File: src/rtl/wb_port_arbiter_pkg.sv
// Shared register-file widths plus the types and helpers used by the
// writeback port arbiter and its holding FIFO.
`ifndef WB_ARB_DEFINES
`define WB_ARB_DEFINES
`define RegBus       31:0
`define RegAddrBus   4:0
`define RegNum       32
`define ZeroWord     32'h00000000
`define WbArbDepth   2
`define WbArbMaxWait 4
`endif

package wb_port_arbiter_pkg;

    localparam int REG_W           = 32;
    localparam int ADDR_W          = 5;
    localparam int REG_NUM         = `RegNum;
    localparam logic [`RegBus] ZERO_WORD = `ZeroWord;
    localparam int WB_ARB_DEPTH    = `WbArbDepth;
    localparam int WB_ARB_MAX_WAIT = `WbArbMaxWait;

    typedef enum logic [1:0] {
        SRC_NONE,
        SRC_WB,
        SRC_HEAD,
        SRC_DROP
    } wb_src_e;

    function automatic logic [REG_NUM-1:0] addr_onehot(input logic [ADDR_W-1:0] a);
        logic [REG_NUM-1:0] oh;
        oh    = '0;
        oh[a] = 1'b1;
        return oh;
    endfunction

endpackage

File: src/rtl/wb_port_arbiter_hold_fifo.sv
// In-order holding buffer for long-latency results: storage, pointers,
// per-entry valid bits, WAW squash and the pending-register mask.
module wb_hold_fifo
    import wb_port_arbiter_pkg::*;
#(
    parameter int DEPTH = WB_ARB_DEPTH,
    localparam int PTR_W = $clog2(DEPTH),
    localparam int CNT_W = $clog2(DEPTH + 1)
) (
    input  logic                clk,
    input  logic                rst,
    input  logic                push_i,
    input  logic [ADDR_W-1:0]   push_addr_i,
    input  logic [REG_W-1:0]    push_data_i,
    input  logic                pop_i,
    input  logic                sq_en_i,
    input  logic [ADDR_W-1:0]   sq_addr_i,
    output logic [CNT_W-1:0]    count_o,
    output logic                head_vld_o,
    output logic [ADDR_W-1:0]   head_addr_o,
    output logic [REG_W-1:0]    head_data_o,
    output logic [REG_NUM-1:0]  pend_mask_o
);

    logic [PTR_W-1:0]  head_q, head_d;
    logic [PTR_W-1:0]  tail_q, tail_d;
    logic [CNT_W-1:0]  count_q, count_d;
    logic [DEPTH-1:0]  vld_q, vld_d;
    logic [ADDR_W-1:0] addr_q [DEPTH];
    logic [REG_W-1:0]  data_q [DEPTH];
    logic              push_keep;

    // A same-cycle WB write to the same register makes the older LU result dead on arrival.
    assign push_keep = (push_addr_i != '0) && !(sq_en_i && (sq_addr_i == push_addr_i));

    always_comb begin
        vld_d   = vld_q;
        head_d  = head_q;
        tail_d  = tail_q;
        count_d = count_q;
        if (sq_en_i) begin
            for (int i = 0; i < DEPTH; i++) begin
                if (addr_q[i] == sq_addr_i) begin
                    vld_d[i] = 1'b0;
                end
            end
        end
        if (pop_i) begin
            vld_d[head_q] = 1'b0;
            head_d        = head_q + PTR_W'(1);
        end
        if (push_i) begin
            vld_d[tail_q] = push_keep;
            tail_d        = tail_q + PTR_W'(1);
        end
        case ({push_i, pop_i})
            2'b10:   count_d = count_q + CNT_W'(1);
            2'b01:   count_d = count_q - CNT_W'(1);
            default: count_d = count_q;
        endcase
    end

    always_ff @(posedge clk) begin
        if (!rst) begin
            head_q  <= '0;
            tail_q  <= '0;
            count_q <= '0;
            vld_q   <= '0;
        end else begin
            head_q  <= head_d;
            tail_q  <= tail_d;
            count_q <= count_d;
            vld_q   <= vld_d;
        end
    end

    always_ff @(posedge clk) begin
        if (push_i) begin
            addr_q[tail_q] <= push_addr_i;
            data_q[tail_q] <= push_data_i;
        end
    end

    always_comb begin
        pend_mask_o = '0;
        for (int i = 0; i < DEPTH; i++) begin
            if (vld_q[i]) begin
                pend_mask_o = pend_mask_o | addr_onehot(addr_q[i]);
            end
        end
    end

    assign count_o     = count_q;
    assign head_vld_o  = vld_q[head_q];
    assign head_addr_o = addr_q[head_q];
    assign head_data_o = data_q[head_q];

endmodule

File: src/rtl/wb_port_arbiter.sv
// Register-file write port arbiter: pipeline writeback passes straight through,
// buffered long-latency results drain into idle cycles, starvation raises stall_req.
module wb_port_arbiter
    import wb_port_arbiter_pkg::*;
#(
    parameter int DEPTH    = WB_ARB_DEPTH,
    parameter int MAX_WAIT = WB_ARB_MAX_WAIT
) (
    input  logic          clk,
    input  logic          rst,
    input  logic          wb_we,
    input  logic [4:0]    wb_waddr,
    input  logic [31:0]   wb_wdata,
    input  logic          lu_valid,
    input  logic [4:0]    lu_waddr,
    input  logic [31:0]   lu_wdata,
    output logic          lu_ready,
    output logic          we,
    output logic [4:0]    waddr,
    output logic [31:0]   wdata,
    output logic [31:0]   pend_mask,
    output logic          stall_req
);

    localparam int CNT_W  = $clog2(DEPTH + 1);
    localparam int WAIT_W = $clog2(MAX_WAIT + 1);

    logic [CNT_W-1:0]   count;
    logic               head_vld;
    logic [ADDR_W-1:0]  head_addr;
    logic [REG_W-1:0]   head_data;
    logic [REG_NUM-1:0] fifo_mask;
    logic               not_empty;
    logic               push;
    logic               pop;
    logic               sq_en;
    wb_src_e            src;
    logic [WAIT_W-1:0]  wait_q, wait_d;

    assign not_empty = (count != '0);
    assign lu_ready  = rst && (count < CNT_W'(DEPTH));
    assign push      = lu_valid && lu_ready;
    assign sq_en     = wb_we && (wb_waddr != '0);
    assign pop       = (src == SRC_HEAD) || (src == SRC_DROP);

    wb_hold_fifo #(
        .DEPTH(DEPTH)
    ) u_fifo (
        .clk         (clk),
        .rst         (rst),
        .push_i      (push),
        .push_addr_i (lu_waddr),
        .push_data_i (lu_wdata),
        .pop_i       (pop),
        .sq_en_i     (sq_en),
        .sq_addr_i   (wb_waddr),
        .count_o     (count),
        .head_vld_o  (head_vld),
        .head_addr_o (head_addr),
        .head_data_o (head_data),
        .pend_mask_o (fifo_mask)
    );

    always_comb begin
        src = SRC_NONE;
        if (wb_we) begin
            src = SRC_WB;
        end else if (not_empty) begin
            src = head_vld ? SRC_HEAD : SRC_DROP;
        end
    end

    always_comb begin
        we    = 1'b0;
        waddr = '0;
        wdata = ZERO_WORD;
        if (rst) begin
            case (src)
                SRC_WB: begin
                    we    = 1'b1;
                    waddr = wb_waddr;
                    wdata = wb_wdata;
                end
                SRC_HEAD: begin
                    we    = 1'b1;
                    waddr = head_addr;
                    wdata = head_data;
                end
                default: ;
            endcase
        end
    end

    // Counts only cycles where a live head result is blocked by writeback.
    always_comb begin
        wait_d = wait_q;
        if (!not_empty || pop) begin
            wait_d = '0;
        end else if (head_vld && wb_we && (wait_q != WAIT_W'(MAX_WAIT))) begin
            wait_d = wait_q + WAIT_W'(1);
        end
    end

    always_ff @(posedge clk) begin
        if (!rst) begin
            wait_q <= '0;
        end else begin
            wait_q <= wait_d;
        end
    end

    assign pend_mask = rst ? fifo_mask : '0;
    assign stall_req = rst && (wait_q == WAIT_W'(MAX_WAIT)) && not_empty && head_vld;

endmodule

File: config.mk
export PLATFORM = sky130hd
export DESIGN_NAME = wb_port_arbiter
export DESIGN_NICKNAME = d
export VERILOG_FILES = /design/src/rtl/wb_port_arbiter_pkg.sv /design/src/rtl/wb_port_arbiter_hold_fifo.sv /design/src/rtl/wb_port_arbiter.sv
export SDC_FILE = /design/constraint.sdc
export NUM_CORES = 1
export LEC_CHECK = 0
export ABC_AREA = 1
export ABC_CLOCK_PERIOD_IN_PS = 3650
export BUFFER_PORTS_ARGS = -buffer_cell sky130_fd_sc_hd__buf_2
export CAP_MARGIN = 10
export CORE_UTILIZATION = 41
export CTS_CLUSTER_SIZE = 12
export DETAILED_ROUTE_END_ITERATION = 6
export HOLD_SLACK_MARGIN = 0.05
export PLACE_DENSITY = 0.63
export SYNTH_ARGS = -nofsm -noshare
export SYNTH_HDL_FRONTEND = slang
export SYNTH_SLANG_ARGS = --single-unit
File: constraint.sdc
create_clock -name clk -period 3.65 [get_ports clk]
set_clock_uncertainty 0.05 [all_clocks]
set_input_delay 0.5475 -clock clk [delete_from_list [all_inputs] [get_ports clk]]
set_output_delay 0.5475 -clock clk [all_outputs]
set_load 0.05 [all_outputs]
=== Word-level counts from Yosys, hierarchy flattened ===
Memories as Yosys holds them, arrays and structs flattened. A register that Yosys moved wholly into a read port is not among the register bits.
Index checks and enable logic that the tools add are counted.

* Register bits: 9
* Memory bits (writable): 74
* Input bits: 78
* Output and inout bits: 72
* Word-level logic and storage cells: 94
* Memories kept: 2

* Add/sub/neg operators: 5
* $lt $le $gt $ge: 9
* Equality and inequality tests: 10
* Muxes and demuxes: 35
* Bitwise gates (word level): 4
* Reductions and logical operators: 24

{| class="wikitable"
|+ Memories
! name !! depth !! width !! rd ports !! clocked after Yosys merged registers in !! write ports !! RTL line !! text
|-
| u_fifo.data_q || 2 || 32 || 1 || 1 || 1 || wb_port_arbiter_hold_fifo.sv:30 || <nowiki>logic [REG_W-1:0] data_q [DEPTH];</nowiki>
|-
| u_fifo.addr_q || 2 || 5 || 3 || 1 || 1 || wb_port_arbiter_hold_fifo.sv:29 || <nowiki>logic [ADDR_W-1:0] addr_q [DEPTH];</nowiki>
|}

{| class="wikitable"
|+ Operators with widths
! cell !! count
|-
| 32-bit 2-to-1 mux || 4
|-
| 32-bit one-hot mux with 2 select lines || 1
|-
| 32-bit OR || 1
|-
| 1-bit 2-to-1 mux || 17
|-
| 5-bit == test || 3
|-
| 1-bit logical AND || 14
|-
| 5-bit by 6-bit < comparator with 1-bit output (second input constant) || 2
|-
| 1-bit demux with 5-bit select || 2
|-
| 5-bit by 1-bit >= comparator with 1-bit output (second input constant) || 2
|-
| 2-bit 2-to-1 mux || 5
|-
| 5-bit one-hot mux with 2 select lines || 1
|-
| 5-bit nonzero test || 2
|-
| 2-bit == test (second input constant) || 3
|-
| 5-bit 2-to-1 mux || 1
|-
| 2-bit by 1-bit == test with 1-bit output (second input constant) || 2
|-
| 1-bit by 2-bit < comparator with 1-bit output (second input constant) || 2
|-
| 2-bit one-hot mux with 2 select lines || 1
|-
| 2-bit nonzero test || 2
|-
| 2-bit OR reduction || 2
|-
| 3-bit by 1-bit adder with 3-bit output (second input constant) || 1
|-
| 3-bit == test (second input constant) || 1
|-
| 3-bit inequality test (second input constant) || 1
|-
| 1-bit adder (second input constant) || 2
|-
| 2-bit by 1-bit adder with 2-bit output (second input constant) || 1
|-
| 10 further kinds || 14
|}

=== Longest topological paths before layout ===
Gate-level depths: netlist of the first run.

* Depth after elaboration: 10
* Gate-level depth with buffers: 11
* Depth with buffers taken out: 10

=== Cells and area by module ===
From an unflattened synthesis of the first run, not the netlist that was laid out.

* Cells, all modules: 562
* Area, all modules: 4827.1 um^2

{| class="wikitable"
|+ Modules (own cells, without submodules)
! module !! instances !! cells each !! area an instance (um^2) !! sequential area each (um^2)
|-
| wb_hold_fifo || 1 || 327 || 3708.6 || 2362.3
|-
| wb_port_arbiter || 1 || 235 || 1118.6 || 60.1
|}

=== Worst setup path before layout of the first run ===
Ideal clock, no wire load.

* Path kind: input to register
* From: input port rst
* To: register u_fifo.vld_q[0]
* Library setup time: 0.117 ns
* Arrival: 3.640 ns
* Data required time: 3.483 ns
* Slack: -0.157 ns
* Stages: 7
* Path buffers: 0
* Path through: inv_1 > nor2_1 > nand2_1 > nor2_1 > inv_1 > a21oi_1 > nor2_1

* Cells in the longest elaborated chain, start to end: 3

{| class="wikitable"
|+ Ends and longest elaborated chain
! what !! RTL line !! text
|-
| start: declaration || wb_port_arbiter.sv:10 || <nowiki>input logic rst,</nowiki>
|-
| 1-bit logical AND || wb_port_arbiter.sv:41 || <nowiki>assign lu_ready = rst && (count < CNT_W'(DEPTH));</nowiki>
|-
| via lu_ready || wb_port_arbiter.sv:17 || <nowiki>output logic lu_ready,</nowiki>
|-
| 1-bit logical AND || wb_port_arbiter.sv:42 || <nowiki>assign push = lu_valid && lu_ready;</nowiki>
|-
| 2-bit 2-to-1 mux || wb_port_arbiter_hold_fifo.sv:52 || <nowiki>if (push_i) begin</nowiki>
|-
| end signal: assignment || wb_port_arbiter_hold_fifo.sv:73 || <nowiki>vld_q <= vld_d;</nowiki>
|-
| end: declaration || wb_port_arbiter_hold_fifo.sv:28 || <nowiki>logic [DEPTH-1:0] vld_q, vld_d;</nowiki>
|}

The timed path passes the listed nets, and every way through them passes these cells.
A chain may end at the register's enable or synchronous reset.

=== Worst setup path after layout of the first run ===
* From: register u_fifo.vld_q[0]
* To: output port wdata[12]

* Cells in the longest elaborated chain, start to end: 8
* Elaborated cells between the ends (all ways): 9
* Those cells by class: eq/ne (2); mux (7)

{| class="wikitable"
|+ Ends and longest elaborated chain
! what !! RTL line !! text
|-
| 1-bit 2-to-1 mux (not written as such) * (2 in a row) || wb_port_arbiter_hold_fifo.sv:94 || <nowiki>assign head_vld_o = vld_q[head_q];</nowiki>
|-
| 1-bit 2-to-1 mux * || wb_port_arbiter.sv:69 || <nowiki>src = head_vld ? SRC_HEAD : SRC_DROP;</nowiki>
|-
| 2-bit 2-to-1 mux * || wb_port_arbiter.sv:68 || <nowiki>end else if (not_empty) begin</nowiki>
|-
| 2-bit 2-to-1 mux * || wb_port_arbiter.sv:66 || <nowiki>if (wb_we) begin</nowiki>
|-
| 2-bit == test or 2-bit by 1-bit == test with 1-bit output (tied branches) || wb_port_arbiter.sv:78 || <nowiki>case (src)</nowiki>
|-
| 32-bit one-hot mux with 2 select lines * || wb_port_arbiter.sv:78 ||
|-
| 32-bit 2-to-1 mux * || wb_port_arbiter.sv:77 || <nowiki>if (rst) begin</nowiki>
|-
| end: declaration || wb_port_arbiter.sv:20 || <nowiki>output logic [31:0] wdata,</nowiki>
|}

Every way passes the cells marked *; elsewhere a longest branch is shown, timed or not. The select of a mux whose other input is x is not followed.

==> flow_results.xml, run 1 <==
<?xml version="1.0" encoding="UTF-8"?>
<metrics>
  <group name="setup_path">
    <metric name="critical_path.max_fanout" unit="">37</metric>
    <metric name="cp_data_required_time" unit="ps">3050</metric>
    <metric name="critPathKind" unit="">reg -&gt; out</metric>
    <metric name="worstSetupEndpointType" unit="">output pin</metric>
    <metric name="timing.rr.start" unit="">u_fifo.count_o[1]</metric>
    <metric name="crit_path_frequent_cell" unit="">sky130_fd_sc_hd__inv_1</metric>
    <metric name="regToRegSetupSlack" unit="ps">1670</metric>
    <metric name="reg2regPathDepth" unit="">7</metric>
    <metric name="setup.worst_path.start_class" unit="">flip-flop</metric>
    <metric name="path_cells" unit="">inv_1 -&gt; o21ai_1 -&gt; o21ai_0 -&gt; inv_1 -&gt; ha_1 -&gt; nor2_2 -&gt; inv_2 -&gt; nor2_1 -&gt; buf_2</metric>
    <metric name="rr_endpoint" unit="">u_fifo.vld_q[0]</metric>
    <metric name="timing.critical_path.slowest_cell_delay" unit="ps">310</metric>
    <metric name="critPathArrivalTime" unit="ps">2500</metric>
    <metric name="critical_path.slowest_cell" unit="">sky130_fd_sc_hd__dfxtp_1</metric>
  </group>
  <group name="worst_hold_path">
    <metric name="hold_path_startpoint" unit="">lu_wdata[20]</metric>
    <metric name="hold_class" unit="">in -&gt; reg</metric>
    <metric name="min_delay_worst_endpoint" unit="">u_fifo.data_q[1][20]</metric>
    <metric name="hold-path-cell-count" unit="">1</metric>
  </group>
  <group name="power">
    <metric name="vdd_ir_drop_max" unit="mV">0.3232</metric>
    <metric name="combPwrFrac" unit="">0.341</metric>
    <metric name="total_switching_power" unit="mW">1.031</metric>
    <metric name="power.density" unit="nW/um2">485.9</metric>
    <metric name="power.share.clock" unit="">0.231</metric>
    <metric name="report.power.total" unit="mW">2.723</metric>
    <metric name="switching_share" unit="">0.3784</metric>
    <metric name="seqPwrFrac" unit="">0.428</metric>
    <metric name="power_report.internal_total" unit="mW">1.693</metric>
    <metric name="power.leakage" unit="nW">2.403</metric>
  </group>
  <group name="placement">
    <metric name="placed_cells" unit="">765</metric>
    <metric name="place_ws" unit="ps">887.5</metric>
    <metric name="placed_area" unit="um2">5419</metric>
    <metric name="port_buffers" unit="">149</metric>
    <metric name="routabilityCongestion" unit="">0.8666</metric>
    <metric name="detailed_place_hpwl" unit="um">8404</metric>
  </group>
  <group name="synth">
    <metric name="postSynthAreaPerCell" unit="um2">9.111</metric>
    <metric name="mappedNetlistNets" unit="">579</metric>
    <metric name="synth.area.mux_share" unit="">0</metric>
    <metric name="postSynthRegisterBits" unit="">84</metric>
    <metric name="synth-seq-area-share" unit="">0.5350</metric>
    <metric name="synthesis.instances" unit="">497</metric>
    <metric name="synth_warnings" unit="">0</metric>
    <metric name="synth_area_in_compound_gates" unit="">0.1746</metric>
    <metric name="synthAdderAreaFrac" unit="">0.01105</metric>
    <metric name="yosys.area_share.xor_xnor" unit="">0.02321</metric>
    <metric name="synth.distinct_cells" unit="">24</metric>
    <metric name="synthesis.area" unit="um2">4528</metric>
    <metric name="synth_top_family_by_area" unit="">simple AND/OR/NAND/NOR gates</metric>
    <metric name="synth_simple_gate_area_share" unit="">0.2006</metric>
  </group>
  <group name="drt">
    <metric name="totalWireLength" unit="um">12010</metric>
    <metric name="detailedRoute.firstIterationViolations" unit="">297</metric>
    <metric name="ant_nets" unit="">0</metric>
    <metric name="dr.pass1.iters" unit="">6</metric>
    <metric name="drt-wirelength-per-cell" unit="um">15.37</metric>
    <metric name="vias" unit="">4048</metric>
    <metric name="vias_per_cell" unit="">5.183</metric>
    <metric name="route.detailed.drc" unit="">0</metric>
  </group>
  <group name="timing">
    <metric name="finalHoldWorstSlack" unit="ps">334.0</metric>
    <metric name="finalHoldViolCount" unit="">0</metric>
    <metric name="grt_setup_unrepaired" unit="">no</metric>
    <metric name="setup-violations-final" unit="">0</metric>
    <metric name="timing.max_slew.rel_slack" unit="">0.5519</metric>
    <metric name="final_critical_path_setup_slack" unit="ps">549.3</metric>
    <metric name="setup_tns" unit="ps">0</metric>
    <metric name="timing.fmax" unit="GHz">0.3225</metric>
    <metric name="max_slew.worst_pin.slew" unit="ps">671.2</metric>
    <metric name="crit_share_post_route" unit="">0.8495</metric>
    <metric name="final.min_clock_period" unit="ps">3101</metric>
    <metric name="finalMaxSlewViolations" unit="">0</metric>
  </group>
  <group name="cells_and_area">
    <metric name="final_cell_count_no_fill" unit="">781</metric>
    <metric name="fillerInstances" unit="">1048</metric>
    <metric name="finish.net_count" unit="">718</metric>
    <metric name="most_common_cell_after_layout_fill_and_taps_aside" unit="">sky130_fd_sc_hd__buf_2</metric>
    <metric name="area_growth_syn_to_layout" unit="%">23.76</metric>
    <metric name="mostFrequentLayoutCells" unit="">149 x sky130_fd_sc_hd__buf_2, 119 x sky130_fd_sc_hd__nor2_1, 74 x sky130_fd_sc_hd__edfxtp_1</metric>
    <metric name="multi_input_comb_area" unit="um2">1872</metric>
    <metric name="final_cell_area" unit="um2">5604</metric>
    <metric name="post-route-util" unit="">0.5192</metric>
    <metric name="n_antenna_cell" unit="">0</metric>
    <metric name="sequential_cell_area" unit="um2">2422</metric>
    <metric name="layout-drive-gt1-share" unit="">0.2933</metric>
  </group>
  <group name="die">
    <metric name="ios" unit="">150</metric>
    <metric name="floorplan.core_area" unit="um2">10790</metric>
    <metric name="die-height" unit="um">107.1</metric>
    <metric name="die_area" unit="um2">11470</metric>
    <metric name="dieWidth" unit="um">107.1</metric>
    <metric name="floorplan.initialDensity" unit="">0.4195</metric>
    <metric name="rows" unit="">38</metric>
  </group>
  <group name="grt">
    <metric name="grt_remaining_overflow" unit="">0</metric>
    <metric name="antenna_found_initial" unit="">2</metric>
    <metric name="first_global_vias" unit="">3989</metric>
    <metric name="grt_start_max_net_pins" unit="">42</metric>
    <metric name="globalRouteTotalUtil" unit="">0.2147</metric>
    <metric name="grt_pass1_wl" unit="um">19000</metric>
  </group>
  <group name="clock_network">
    <metric name="cts_max_level" unit="">3</metric>
    <metric name="clock-root-buffer" unit="">sky130_fd_sc_hd__clkbuf_8</metric>
    <metric name="cts_hold_buffers" unit="">0</metric>
    <metric name="clock_path_buffers" unit="">2</metric>
    <metric name="cts_num_sinks" unit="">84</metric>
    <metric name="cts_made_buffers" unit="">9</metric>
    <metric name="tritoncts_clock_tree" unit="">done</metric>
    <metric name="cts_resized" unit="">0</metric>
    <metric name="cts_clk_pin_slew_worst_paths" unit="ps">80</metric>
    <metric name="insertion_delay" unit="ps">350</metric>
    <metric name="cts.repair_timing.setup_buffer_count" unit="">0</metric>
  </group>
  <group name="flow_run">
    <metric name="max_cap_violations" unit="">0</metric>
  </group>
  <group name="status">
    <metric name="run_status" unit="">complete, no violations</metric>
  </group>
</metrics>
==> worst max-delay path, delay by kind of cell (launching register included) <==
kind | cells | cell delay (ps)
AND/OR/NAND/NOR | 2 | 360
buffers and inverters | 4 | 860
adder cells (fa/ha/maj) | 1 | 290
AO/OA/AOI/OAI | 2 | 310
flip-flops | 1 | 310
==> cell type report <==
class,count,area share
sequential,84,0.4322
tap,140,0.03126
multi-input combinational,349,0.3340
timing repair buffer,157,0.1460
clock inverter,4,0.008931
inverter,35,0.02344
clock buffer,12,0.02411
==> metal layers <==
metal  track usage  share of wire  vias up
met5             0        0.00083        -
met4       0.08121          0.014        2
met3       0.07173          0.083       18
met2        0.3539           0.47      169
met1        0.2596           0.43     1862
li1              -              -     1997
==> logic make-up after synthesis <==
family / Yosys count
AND/OR/NAND/NOR: 210
AO/OA/AOI/OAI: 123
flip-flops: 84
buffers and inverters: 64
XOR/XNOR: 12
adder cells (fa/ha/maj): 4
==> power groups by stage <==
stage          combinational, mW  sequential, mW  clock [mW]
3_3_place_gp               0.929            1.18           0
2_1_floorplan              0.685            1.18           0
6_report                   0.928            1.17       0.629
4_1_cts                    0.941            1.17       0.646
5_1_grt                     1.01            1.17       0.685
3_5_place_dp               0.938            1.19           0
==> synthesized netlist by cell type <==
cell / count / area share
sky130_fd_sc_hd__a21boi_0: 1 / 0.0017
sky130_fd_sc_hd__a21oi_1: 26 / 0.029
sky130_fd_sc_hd__a22oi_1: 20 / 0.033
sky130_fd_sc_hd__a2bb2oi_1: 32 / 0.062
sky130_fd_sc_hd__buf_1: 6 / 0.0050
sky130_fd_sc_hd__buf_2: 9 / 0.0099
sky130_fd_sc_hd__clkbuf_1: 14 / 0.012
sky130_fd_sc_hd__dfxtp_1: 10 / 0.044
sky130_fd_sc_hd__edfxtp_1: 74 / 0.49
sky130_fd_sc_hd__ha_1: 4 / 0.011
sky130_fd_sc_hd__inv_1: 28 / 0.023
sky130_fd_sc_hd__inv_2: 7 / 0.0058
sky130_fd_sc_hd__nand2_1: 55 / 0.046
sky130_fd_sc_hd__nand3_1: 7 / 0.0077
sky130_fd_sc_hd__nor2_1: 122 / 0.10
sky130_fd_sc_hd__nor3_1: 17 / 0.019
sky130_fd_sc_hd__nor3_2: 2 / 0.0044
sky130_fd_sc_hd__nor3_4: 6 / 0.022
sky130_fd_sc_hd__o21a_1: 1 / 0.0017
sky130_fd_sc_hd__o21ai_0: 38 / 0.042
sky130_fd_sc_hd__o21ai_1: 5 / 0.0055
sky130_fd_sc_hd__or2_2: 1 / 0.0014
sky130_fd_sc_hd__xnor2_1: 1 / 0.0019
sky130_fd_sc_hd__xor2_1: 11 / 0.021
==> state kept, by name, indices dropped and copies added (netlist names), named ones only <==
register / count
wait_q: 3
u_fifo.count_o: 2
u_fifo.data_q: 64
u_fifo.head_q: 1
u_fifo.tail_q: 1
u_fifo.vld_q: 2
u_fifo.addr_q: 10
==> how the worst max path moves through the flow <==
| stage | start | to | slack, ps | depth (start not counted) |
|---|---|---|---|---|
| after floorplan | wb_we | waddr[0] | 120 | 9 |
| after global placement | u_fifo.vld_q[0] | wdata[12] | 880 | 9 |
| after detailed placement | u_fifo.vld_q[0] | wdata[12] | 890 | 9 |
| after CTS | u_fifo.vld_q[0] | wdata[12] | 490 | 9 |
| after global routing | u_fifo.vld_q[0] | wdata[12] | 260 | 9 |
| final | u_fifo.vld_q[0] | wdata[12] | 550 | 9 |
No activity file was read; power rests on OpenSTA's default activity.
==> run 2: changes to the inputs <==
--- a/config.mk
+++ b/config.mk
@@ -5,15 +5,15 @@
 export SDC_FILE = /design/constraint.sdc
 export NUM_CORES = 1
 export LEC_CHECK = 0
-export ABC_AREA = 1
-export ABC_CLOCK_PERIOD_IN_PS = 3650
+export ABC_AREA = 0
+export ABC_CLOCK_PERIOD_IN_PS = 2600
 export BUFFER_PORTS_ARGS = -buffer_cell sky130_fd_sc_hd__buf_2
 export CAP_MARGIN = 10
 export CORE_UTILIZATION = 41
 export CTS_CLUSTER_SIZE = 12
 export DETAILED_ROUTE_END_ITERATION = 6
 export HOLD_SLACK_MARGIN = 0.05
-export PLACE_DENSITY = 0.63
+export PLACE_DENSITY = 0.66
 export SYNTH_ARGS = -nofsm -noshare
 export SYNTH_HDL_FRONTEND = slang
 export SYNTH_SLANG_ARGS = --single-unit
==> constraint.sdc (replaced) <==
create_clock -name clk -period 2.6 [get_ports clk]
set_clock_uncertainty 0.05 [all_clocks]
set_input_delay 0.39 -clock clk [delete_from_list [all_inputs] [get_ports clk]]
set_output_delay 0.39 -clock clk [all_outputs]
set_load 0.05 [all_outputs]
==> flow_results.xml, run 2 <==
<?xml version="1.0" encoding="UTF-8"?>
<metrics>
  <group name="status">
    <metric name="run_status" unit="">finished with violations</metric>
    <metric name="violations" unit="">negative setup slack</metric>
  </group>
  <group name="timing">
    <metric name="timing.fmax" unit="GHz">0.3841</metric>
    <metric name="finalMaxSlewViolations" unit="">0</metric>
    <metric name="final_critical_path_setup_slack" unit="ps">-3.644</metric>
    <metric name="timing.max_slew.rel_slack" unit="">0.6863</metric>
    <metric name="setup_tns" unit="ps">-7.668</metric>
    <metric name="setup-violations-final" unit="">4</metric>
    <metric name="grt_setup_unrepaired" unit="">yes</metric>
    <metric name="finalHoldViolCount" unit="">0</metric>
    <metric name="crit_share_post_route" unit="">1.001</metric>
    <metric name="final.min_clock_period" unit="ps">2604</metric>
    <metric name="finalHoldWorstSlack" unit="ps">159.4</metric>
    <metric name="max_slew.worst_pin.slew" unit="ps">466.6</metric>
  </group>
  <group name="cells_and_area">
    <metric name="mostFrequentLayoutCells" unit="">111 x sky130_fd_sc_hd__buf_2, 74 x sky130_fd_sc_hd__edfxtp_1, 37 x sky130_fd_sc_hd__mux2_2</metric>
    <metric name="reg_top3" unit="">u_fifo.data_q (64), u_fifo.addr_q (10), wait_q (3)</metric>
    <metric name="final_cell_area" unit="um2">6347</metric>
    <metric name="finish.net_count" unit="">627</metric>
    <metric name="n_antenna_cell" unit="">0</metric>
    <metric name="layout-drive-gt1-share" unit="">0.5055</metric>
    <metric name="post-route-util" unit="">0.6067</metric>
    <metric name="regMostFlops" unit="">u_fifo.data_q</metric>
    <metric name="final_cell_count_no_fill" unit="">686</metric>
    <metric name="largest_register_ff_count" unit="">64</metric>
    <metric name="area_growth_syn_to_layout" unit="%">41.23</metric>
    <metric name="most_common_cell_after_layout_fill_and_taps_aside" unit="">sky130_fd_sc_hd__buf_2</metric>
  </group>
  <group name="synth">
    <metric name="synth.distinct_cells" unit="">36</metric>
    <metric name="post-synth-top-count-cell" unit="">sky130_fd_sc_hd__edfxtp_1</metric>
    <metric name="postSynthRegisterBits" unit="">84</metric>
    <metric name="post-synth-top-area-cell" unit="">sky130_fd_sc_hd__edfxtp_1</metric>
    <metric name="synth.cells.most_frequent" unit="">74 x sky130_fd_sc_hd__edfxtp_1, 48 x sky130_fd_sc_hd__nor2_1, 38 x sky130_fd_sc_hd__mux2_2</metric>
    <metric name="yosys_most_used_dff" unit="">sky130_fd_sc_hd__edfxtp_1</metric>
    <metric name="synth-edff-count" unit="">74</metric>
    <metric name="synth_warnings" unit="">0</metric>
    <metric name="synthesis.area" unit="um2">4494</metric>
    <metric name="synthesis.instances" unit="">394</metric>
    <metric name="synth_top_area_frac" unit="">0.4944</metric>
    <metric name="mappedNetlistNets" unit="">476</metric>
    <metric name="synth-seq-area-share" unit="">0.5390</metric>
    <metric name="synth-async-reset-ratio" unit="">0</metric>
    <metric name="postSynthAreaPerCell" unit="um2">11.41</metric>
    <metric name="ys_top_cells_by_area" unit="">sky130_fd_sc_hd__edfxtp_1 49%, sky130_fd_sc_hd__mux2_2 9.5%, sky130_fd_sc_hd__a22oi_1 6.2%, sky130_fd_sc_hd__and2_1 4.6%, sky130_fd_sc_hd__o22ai_1 4.6%</metric>
  </group>
  <group name="grt">
    <metric name="met2_usage" unit="">0.3654</metric>
    <metric name="grt_use_met3" unit="">0.04802</metric>
    <metric name="grt_start_max_net_pins" unit="">35</metric>
    <metric name="first_global_vias" unit="">3683</metric>
    <metric name="globalRouteTotalUtil" unit="">0.2119</metric>
    <metric name="busiest_layer" unit="">met2</metric>
    <metric name="grt.met1_usage" unit="">0.2632</metric>
    <metric name="antenna_found_initial" unit="">0</metric>
    <metric name="grt_remaining_overflow" unit="">0</metric>
    <metric name="grt_pass1_wl" unit="um">18480</metric>
  </group>
  <group name="placement">
    <metric name="routabilityCongestion" unit="">0.8247</metric>
    <metric name="detailed_place_hpwl" unit="um">8045</metric>
    <metric name="place_ws" unit="ps">178.2</metric>
    <metric name="port_buffers" unit="">149</metric>
    <metric name="placed_cells" unit="">662</metric>
    <metric name="placed_area" unit="um2">5580</metric>
  </group>
  <group name="clock_network">
    <metric name="insertion_delay" unit="ps">350</metric>
    <metric name="clock_path_buffers" unit="">2</metric>
    <metric name="cts_num_sinks" unit="">84</metric>
    <metric name="clock-root-buffer" unit="">sky130_fd_sc_hd__clkbuf_8</metric>
    <metric name="cts_clk_pin_slew_worst_paths" unit="ps">100</metric>
    <metric name="cts_max_level" unit="">3</metric>
    <metric name="cts_made_buffers" unit="">9</metric>
    <metric name="tritoncts_clock_tree" unit="">done</metric>
  </group>
  <group name="die">
    <metric name="floorplan.initialDensity" unit="">0.4296</metric>
    <metric name="ios" unit="">150</metric>
    <metric name="die_area" unit="um2">11380</metric>
    <metric name="die-height" unit="um">106.7</metric>
    <metric name="floorplan.core_area" unit="um2">10460</metric>
    <metric name="dieWidth" unit="um">106.7</metric>
    <metric name="rows" unit="">37</metric>
  </group>
  <group name="setup_path">
    <metric name="setup.worst_path.start_class" unit="">flip-flop</metric>
    <metric name="reg2regPathDepth" unit="">4</metric>
    <metric name="worstSetupEndpointType" unit="">output pin</metric>
    <metric name="regToRegSetupSlack" unit="ps">850</metric>
    <metric name="critPathKind" unit="">reg -&gt; out</metric>
    <metric name="critPathArrivalTime" unit="ps">2160</metric>
    <metric name="cp_data_required_time" unit="ps">2160</metric>
    <metric name="critical_path.max_fanout" unit="">5</metric>
  </group>
  <group name="power">
    <metric name="vdd_ir_drop_max" unit="mV">0.4843</metric>
    <metric name="power.leakage" unit="nW">2.356</metric>
    <metric name="power.density" unit="nW/um2">700.7</metric>
    <metric name="report.power.total" unit="mW">4.448</metric>
  </group>
  <group name="drt">
    <metric name="drt-wirelength-per-cell" unit="um">17.59</metric>
    <metric name="detailedRoute.firstIterationViolations" unit="">176</metric>
    <metric name="dr.pass1.iters" unit="">5</metric>
    <metric name="totalWireLength" unit="um">12070</metric>
    <metric name="route.detailed.drc" unit="">0</metric>
    <metric name="ant_nets" unit="">0</metric>
    <metric name="vias_per_cell" unit="">5.515</metric>
    <metric name="vias" unit="">3783</metric>
  </group>
  <group name="worst_hold_path">
    <metric name="hold_class" unit="">in -&gt; reg</metric>
    <metric name="hold-path-cell-count" unit="">1</metric>
  </group>
  <group name="flow_run">
    <metric name="max_cap_violations" unit="">0</metric>
  </group>
</metrics>
## run 2: changes by cell type after synthesis, moves of 33 or more
cell,change
sky130_fd_sc_hd__mux2_2,+38
sky130_fd_sc_hd__nand2_1,-47
sky130_fd_sc_hd__o21ai_0,-36
sky130_fd_sc_hd__o22ai_1,+33
sky130_fd_sc_hd__and2_1,+33
sky130_fd_sc_hd__nor2_1,-74
## run 2: cells by family (layout without fill, tap and decap cells)
group,after synthesis,count (layout),share of synthesized area
buf+inv,37,193,0.03368
compound gates,82,82,0.1289
flops,84,84,0.5390
fa+ha+maj,4,4,0.01114
mux,39,39,0.09744
simple gates,129,129,0.1528
xor+xnor,19,19,0.03703
## run 2: report_power, final
part	switching, mW	internal, mW	total (mW)	leakage [nW]
logic	1.05	0.792	1.84	1.49
clock network	0.510	0.460	0.970	0.106
registers	0.0592	1.57	1.63	0.761
total	1.62	2.83	4.45	2.36
## run 2: critical path, stage by stage (launching register included)
cell                       delay, ps
sky130_fd_sc_hd__dfxtp_2         350
sky130_fd_sc_hd__mux2_4          310
sky130_fd_sc_hd__nor2_2           70
sky130_fd_sc_hd__nor2_1           40
sky130_fd_sc_hd__ha_1            260
sky130_fd_sc_hd__nand2b_4        190
sky130_fd_sc_hd__buf_4           170
sky130_fd_sc_hd__buf_12          140
sky130_fd_sc_hd__nor2_2          110
sky130_fd_sc_hd__buf_6           160
## run 2: area by class of cell
type                    count  area, um2
clock buffers               9      123.9
clock inverters             7      87.58
flip-flops and latches     84       2425
well taps                 136      170.2
fillers                   846       4115
multi-input cells         273       2197
repair buffers            172       1321
inverters                   5      22.52
## run 2: metal layers
| layer | share of wire | up-vias |
|---|---|---|
| li1 | - | 1782 |
| met5 | 0 | - |
| met4 | 0.0090 | 0 |
| met1 | 0.42 | 1827 |
| met3 | 0.071 | 9 |
| met2 | 0.50 | 165 |
## run 2: worst paths after layout
| path | startpoint | to |
|---|---|---|
| setup / recovery | u_fifo.head_q | wdata[2] |
| hold / removal | lu_wdata[23] | u_fifo.data_q[1][23] |
| setup reg to reg | u_fifo.count_o[1] | u_fifo.addr_q[1][0] |
| hold reg to reg | u_fifo.tail_q | u_fifo.tail_q |
## run 2: repair_timing
action	4_1_cts	5_1_grt
gates resized for setup	109	14
pin swaps	15	5
hold buffers	0	0
endpoints found under the setup margin	38	38
buffers inserted	5	0
gates cloned	4	0
